File: src/rtl/uart_tx_fifo_if.sv
// Core-to-transmitter byte handshake for uart_tx_fifo.
// Valid/ready: a byte moves on a rising clk edge where txvalid && txready are both high;
// txdata must be stable while txvalid is high, and txready never depends on txvalid.
interface uart_tx_fifo_if;
    logic [7:0] txdata;
    logic       txvalid;
    logic       txready;

    modport master (output txdata, output txvalid, input txready);
    modport slave  (input txdata, input txvalid, output txready);
endinterface

File: src/rtl/uart_tx_fifo.sv
// 8N1 UART transmitter, LSB first, fed through a small byte FIFO.
// Back-to-back frames are contiguous: the next byte is loaded in the last stop-bit cycle.
module uart_tx_fifo #(
    parameter int CLKS_PER_BIT = 868,
    parameter int FIFO_DEPTH   = 4
) (
    input  logic                          clk,
    input  logic                          rst,
    uart_tx_fifo_if.slave                 tx,
    output logic                          txd,
    output logic                          txbusy,
    output logic [$clog2(FIFO_DEPTH):0]   fifo_count,
    output logic [1:0]                    dbg_state
);
    localparam int PW = $clog2(FIFO_DEPTH);
    localparam int CW = PW + 1;
    localparam int BW = $clog2(CLKS_PER_BIT);
    localparam logic [BW-1:0] BAUD_LAST = BW'(CLKS_PER_BIT - 1);
    localparam logic [CW-1:0] DEPTH_C   = CW'(FIFO_DEPTH);

    typedef enum logic [1:0] {
        IDLE  = 2'd0,
        START = 2'd1,
        DATA  = 2'd2,
        STOP  = 2'd3
    } state_t;

    state_t          state;
    logic [BW-1:0]   baud;
    logic [2:0]      bit_idx;
    logic [7:0]      shift;
    logic [7:0]      mem [FIFO_DEPTH];
    logic [PW-1:0]   wr_ptr;
    logic [PW-1:0]   rd_ptr;
    logic [CW-1:0]   count;
    logic            push;
    logic            pop;
    logic            baud_done;

    // txready looks only at count, so a pop in the same cycle never frees a slot early.
    assign tx.txready = (count < DEPTH_C);
    assign push       = tx.txvalid && tx.txready;
    assign baud_done  = (baud == BAUD_LAST);
    assign pop        = (count != '0) && ((state == IDLE) || (state == STOP && baud_done));
    assign txbusy     = (state != IDLE) || (count != '0);
    assign fifo_count = count;
    assign dbg_state  = state;

    always_ff @(posedge clk) begin
        if (push) begin
            mem[wr_ptr] <= tx.txdata;
        end
    end

    always_ff @(posedge clk or posedge rst) begin
        if (rst) begin
            wr_ptr <= '0;
            rd_ptr <= '0;
            count  <= '0;
        end else begin
            if (push) begin
                wr_ptr <= wr_ptr + PW'(1);
            end
            if (pop) begin
                rd_ptr <= rd_ptr + PW'(1);
            end
            count <= count + CW'(push) - CW'(pop);
        end
    end

    always_ff @(posedge clk or posedge rst) begin
        if (rst) begin
            state   <= IDLE;
            baud    <= '0;
            bit_idx <= '0;
            shift   <= '0;
            txd     <= 1'b1;
        end else begin
            case (state)
                IDLE: begin
                    txd     <= 1'b1;
                    baud    <= '0;
                    bit_idx <= '0;
                    if (pop) begin
                        shift <= mem[rd_ptr];
                        txd   <= 1'b0;
                        state <= START;
                    end
                end
                START: begin
                    if (baud_done) begin
                        baud    <= '0;
                        bit_idx <= '0;
                        txd     <= shift[0];
                        state   <= DATA;
                    end else begin
                        baud <= baud + BW'(1);
                    end
                end
                DATA: begin
                    if (baud_done) begin
                        baud <= '0;
                        if (bit_idx == 3'd7) begin
                            txd   <= 1'b1;
                            state <= STOP;
                        end else begin
                            // txd is registered, so present the next bit straight from shift[1].
                            shift   <= {1'b0, shift[7:1]};
                            txd     <= shift[1];
                            bit_idx <= bit_idx + 3'd1;
                        end
                    end else begin
                        baud <= baud + BW'(1);
                    end
                end
                STOP: begin
                    if (baud_done) begin
                        baud <= '0;
                        if (pop) begin
                            shift <= mem[rd_ptr];
                            txd   <= 1'b0;
                            state <= START;
                        end else begin
                            txd   <= 1'b1;
                            state <= IDLE;
                        end
                    end else begin
                        baud <= baud + BW'(1);
                    end
                end
                default: begin
                    txd   <= 1'b1;
                    state <= IDLE;
                end
            endcase
        end
    end
endmodule

File: src/flat_wrapper.sv
// flat-port wrapper written by rule: the top's interface ports become plain ports
module uart_tx_fifo_flat 
#(
    parameter int CLKS_PER_BIT = 868,
    parameter int FIFO_DEPTH   = 4
)
  (clk, rst, txd, txbusy, fifo_count, dbg_state, tx_txdata, tx_txvalid, tx_txready);
  uart_tx_fifo_if tx_i ();
  input  logic clk;
  input  logic rst;
  output logic txd;
  output logic txbusy;
  output logic [$clog2(FIFO_DEPTH):0] fifo_count;
  output logic [1:0] dbg_state;
  input wire logic [$bits(tx_i.txdata)-1:0] tx_txdata;
  input wire logic [$bits(tx_i.txvalid)-1:0] tx_txvalid;
  output wire logic [$bits(tx_i.txready)-1:0] tx_txready;
  assign tx_i.txdata = tx_txdata;
  assign tx_i.txvalid = tx_txvalid;
  assign tx_txready = tx_i.txready;
  uart_tx_fifo #(.CLKS_PER_BIT(CLKS_PER_BIT), .FIFO_DEPTH(FIFO_DEPTH)) u_core (.clk(clk), .rst(rst), .tx(tx_i), .txd(txd), .txbusy(txbusy), .fifo_count(fifo_count), .dbg_state(dbg_state));
endmodule
File: config.mk
export PLATFORM = sky130hd
export DESIGN_NAME = uart_tx_fifo_flat
export DESIGN_NICKNAME = d
export VERILOG_FILES = /design/src/rtl/uart_tx_fifo_if.sv /design/src/rtl/uart_tx_fifo.sv /design/src/flat_wrapper.sv
export SDC_FILE = /design/constraint.sdc
export NUM_CORES = 1
export LEC_CHECK = 0
export ABC_AREA = 0
export CAP_MARGIN = 20
export CORE_MARGIN = 4
export CORE_UTILIZATION = 35
export DETAILED_ROUTE_END_ITERATION = 8
export RECOVER_POWER = 50
export SYNTH_ARGS = -nofsm -noshare
export SYNTH_HDL_FRONTEND = slang
export SYNTH_SLANG_ARGS = --single-unit
File: constraint.sdc
create_clock -name clk -period 4.3 [get_ports clk]
set_input_delay 1.29 -clock clk [delete_from_list [all_inputs] [get_ports clk]]
set_output_delay 1.29 -clock clk [all_outputs]
set_load 0.005 [all_outputs]
==> impl_results.md <==
* FF-to-FF Start: u_core.baud[0]
* Commonest non-fill, non-tap cell in the layout: edfxtp_1
* Ys flop type: edfxtp_1
* Fin crit share at 0.728
* Worst slack at placement at about 1100 ps
* Via count at 1716
* Layout cells sized above 1 at 0.129
* Post-detail-place hpwl at between 3000 and 4000 um
* VDD IR max at ~0.35 mV
* Nature of the critical path startpoint: flip-flop
* CTS tree: built
* Synthesis Warnings at 0
* Critical Path Source: u_core.dbg_state[0]
* CP Max Fanout at 6
* Setup slack after layout at about 1200 ps
* Max Cap Viol at 1
* Syn Inst Count at ~220
* Synth Register Bits at 63
* Fillers at approximately 770
* Status: complete, but fails checks
* Setup Total Neg Slack at 0 ps
* Ports at 19
* Failing checks: capacitance limit, slew limit
* Largest net degree at the start of global routing at 32
* Syn-to-layout area delta at 15.6%
* Setup bufs post-CTS at 0
* Core Box Area at 0.00830 mm^2
* Reg clk slew, reported paths at ~80 ps
* Vias in the first global route at between 1500 and 2000
* Number of flops mapped to enable cells by yosys at 32
* Clock root buffer master: clkbuf_8
* Final Max Slew Viols at 32
* Shortest period the worst path allows at approximately 3100 ps
* Final net count at around 270
* First-pass GRT wire length at 8850 um
* Drt drc at 0
* Die Wd at 101 um
* Post-synth net total at between 200 and 300
* Slew @ Worst Pin at around 1700 ps
* Setup violations, final at 0
* F_max at 0.320 GHz
* Power Dens Cells at 692 mW/mm^2
* Hold Fails Final Rpt at 0
* Drt total wl at between 5000 and 6000 um
* Initial antenna violation count at 0
* Number of iterations in the first detailed-routing pass at 4
* Setup Crit Path Kind: reg2out
* Relative slew slack at -0.130
* Starting Density at 0.362
* Clock tree buffer depth at 2
* Crit. End Element: output pin
* Static Leakage at ~0.0014 uW
* Detail Route Antenna Nets at 0
* Cell Rows at 33
* H-tree levels at 3
* Synth async-reset ratio at 0.492
* Final GP Congestion at roughly 0.74
* CTS resizes at 0
* Fin Hold WS at about 500 ps
* Clock skew at 10.5 ps
* Syn_area_per_cell at between 10 and 15 um^2
* WL per Instance at between 10 and 15 um
* Commonest non-fill, non-tap cells in the layout: edfxtp_1, dfrtp_1, inv_1
* Initial DRC count at 77
* Post-CTS Hold Fix Bufs at 0
* Worst EP arrival at between 1500 and 2000 ps
* Die area at between 0.01 and 0.015 mm^2
* CTS Sinks at 63
* Num CTS Buffers at 9
* Diodes inserted at 0
* Vias per Instance at 4.85
* Unrepaired setup endpoints after global routing: false
* I/O Buffers at 18
* Worst Path Required at between 3000 and 4000 ps
* Hold Path Class: reg2reg
* Synthesized area at 0.00301 mm^2
* Cell variety after synth at 47
* GR Overflow Total at 0
* Hold Path Origin: u_core.baud[0]
* Overall global routing resource usage at 0.115
* Seq/Total Area, Yosys at 0.578
* Chip height at about 100 um
* Worst-Skew Late Latency at 350 ps
## power by group
part	internal (uW)	total (uW)	switching (uW)
Sequential	801	949	148
Clock	333	586	252
Combinational	422	872	450
Total	1560	2410	850
## worst paths after layout
kind	to	slack, ps	cells past startpoint
min reg2reg	u_core.baud[0]	510	1
min in group asynchronous	u_core.baud[8]	1970	3
max	txbusy	1170	4
min	u_core.baud[0]	510	1
max reg2reg	u_core.fifo_count[2]	1230	12
max in group asynchronous	u_core.shift[6]	1340	3
## layout make-up
class                      instances  area (um^2)  share of cell area
clock buffer                       9          124              0.0356
inverter                          18         80.1              0.0230
timing repair buffer              19          184              0.0529
tap                              105          131              0.0378
multi-input combinational        133         1120               0.321
clock inverter                     7          103              0.0295
sequential                        63         1740               0.500
## metal layers
metal | wire, um | track usage | vias to the layer above
li1 | - | - | 844
met1 | 2480 | 0.154 | 836
met2 | 2370 | 0.170 | 27
met3 | 207 | 0.0436 | 9
met4 | 77 | 0.0435 | 0
met5 | 0 | 0 | -
## cell usage after synthesis, types with 2 or more instances
cell / instances / area share
nand2b_1: 5 / 0.010
nand3_1: 7 / 0.012
nand4_1: 6 / 0.012
a31oi_1: 4 / 0.0083
and3_1: 2 / 0.0042
xnor2_1: 7 / 0.020
nor3b_1: 2 / 0.0050
nor2_1: 14 / 0.017
dfrtp_1: 30 / 0.25
mux2i_1: 2 / 0.0067
and2_1: 5 / 0.010
a22o_1: 3 / 0.0087
o21ai_0: 8 / 0.013
inv_1: 17 / 0.021
clkbuf_1: 4 / 0.0050
nor3_1: 3 / 0.0050
buf_6: 2 / 0.0075
xor2_1: 6 / 0.017
mux4_2: 8 / 0.060
edfxtp_1: 32 / 0.32
ha_1: 16 / 0.067
nand2_1: 15 / 0.019
## cell families after synthesis
kind of cell,after synthesis,synth area share
and+or+nand+nor,65,0.117
DFF,63,0.578
AOI/OAI and AO/OA,27,0.0762
buffers and inverters,27,0.0479
adders and majority gates,17,0.0732
xor gates and xnor gates,13,0.0379
muxes,11,0.0703
## stage by stage
stage | cell area, um^2 | std cells | total power, uW | utilization
final | 3480 | 354 | 2410 | 0.419
after global routing | 3480 | 354 | 2610 | 0.419
after CTS | 3490 | 354 | 2450 | 0.420
after detailed placement | 3260 | 338 | 1850 | 0.393
after global placement | 3260 | 338 | 1830 | 0.393
after floorplan | 3010 | 223 | 1640 | -
## sequential cells by signal, summed over array words and instances, names as in the netlist
register,count
u_core.mem,32
u_core.baud,10
u_core.shift,8
u_core.bit_idx,3
u_core.fifo_count,3
u_core.dbg_state,2
u_core.rd_ptr,2
u_core.wr_ptr,2
u_core.txd,1
## critical path: stages, from the launching register on
cell and delay, ps:
dfrtp_1 460, inv_1 140, ha_1 300, nand2_1 100, clkdlybuf4s50_1 500
Note: power is estimated with default switching activity, not from simulation.
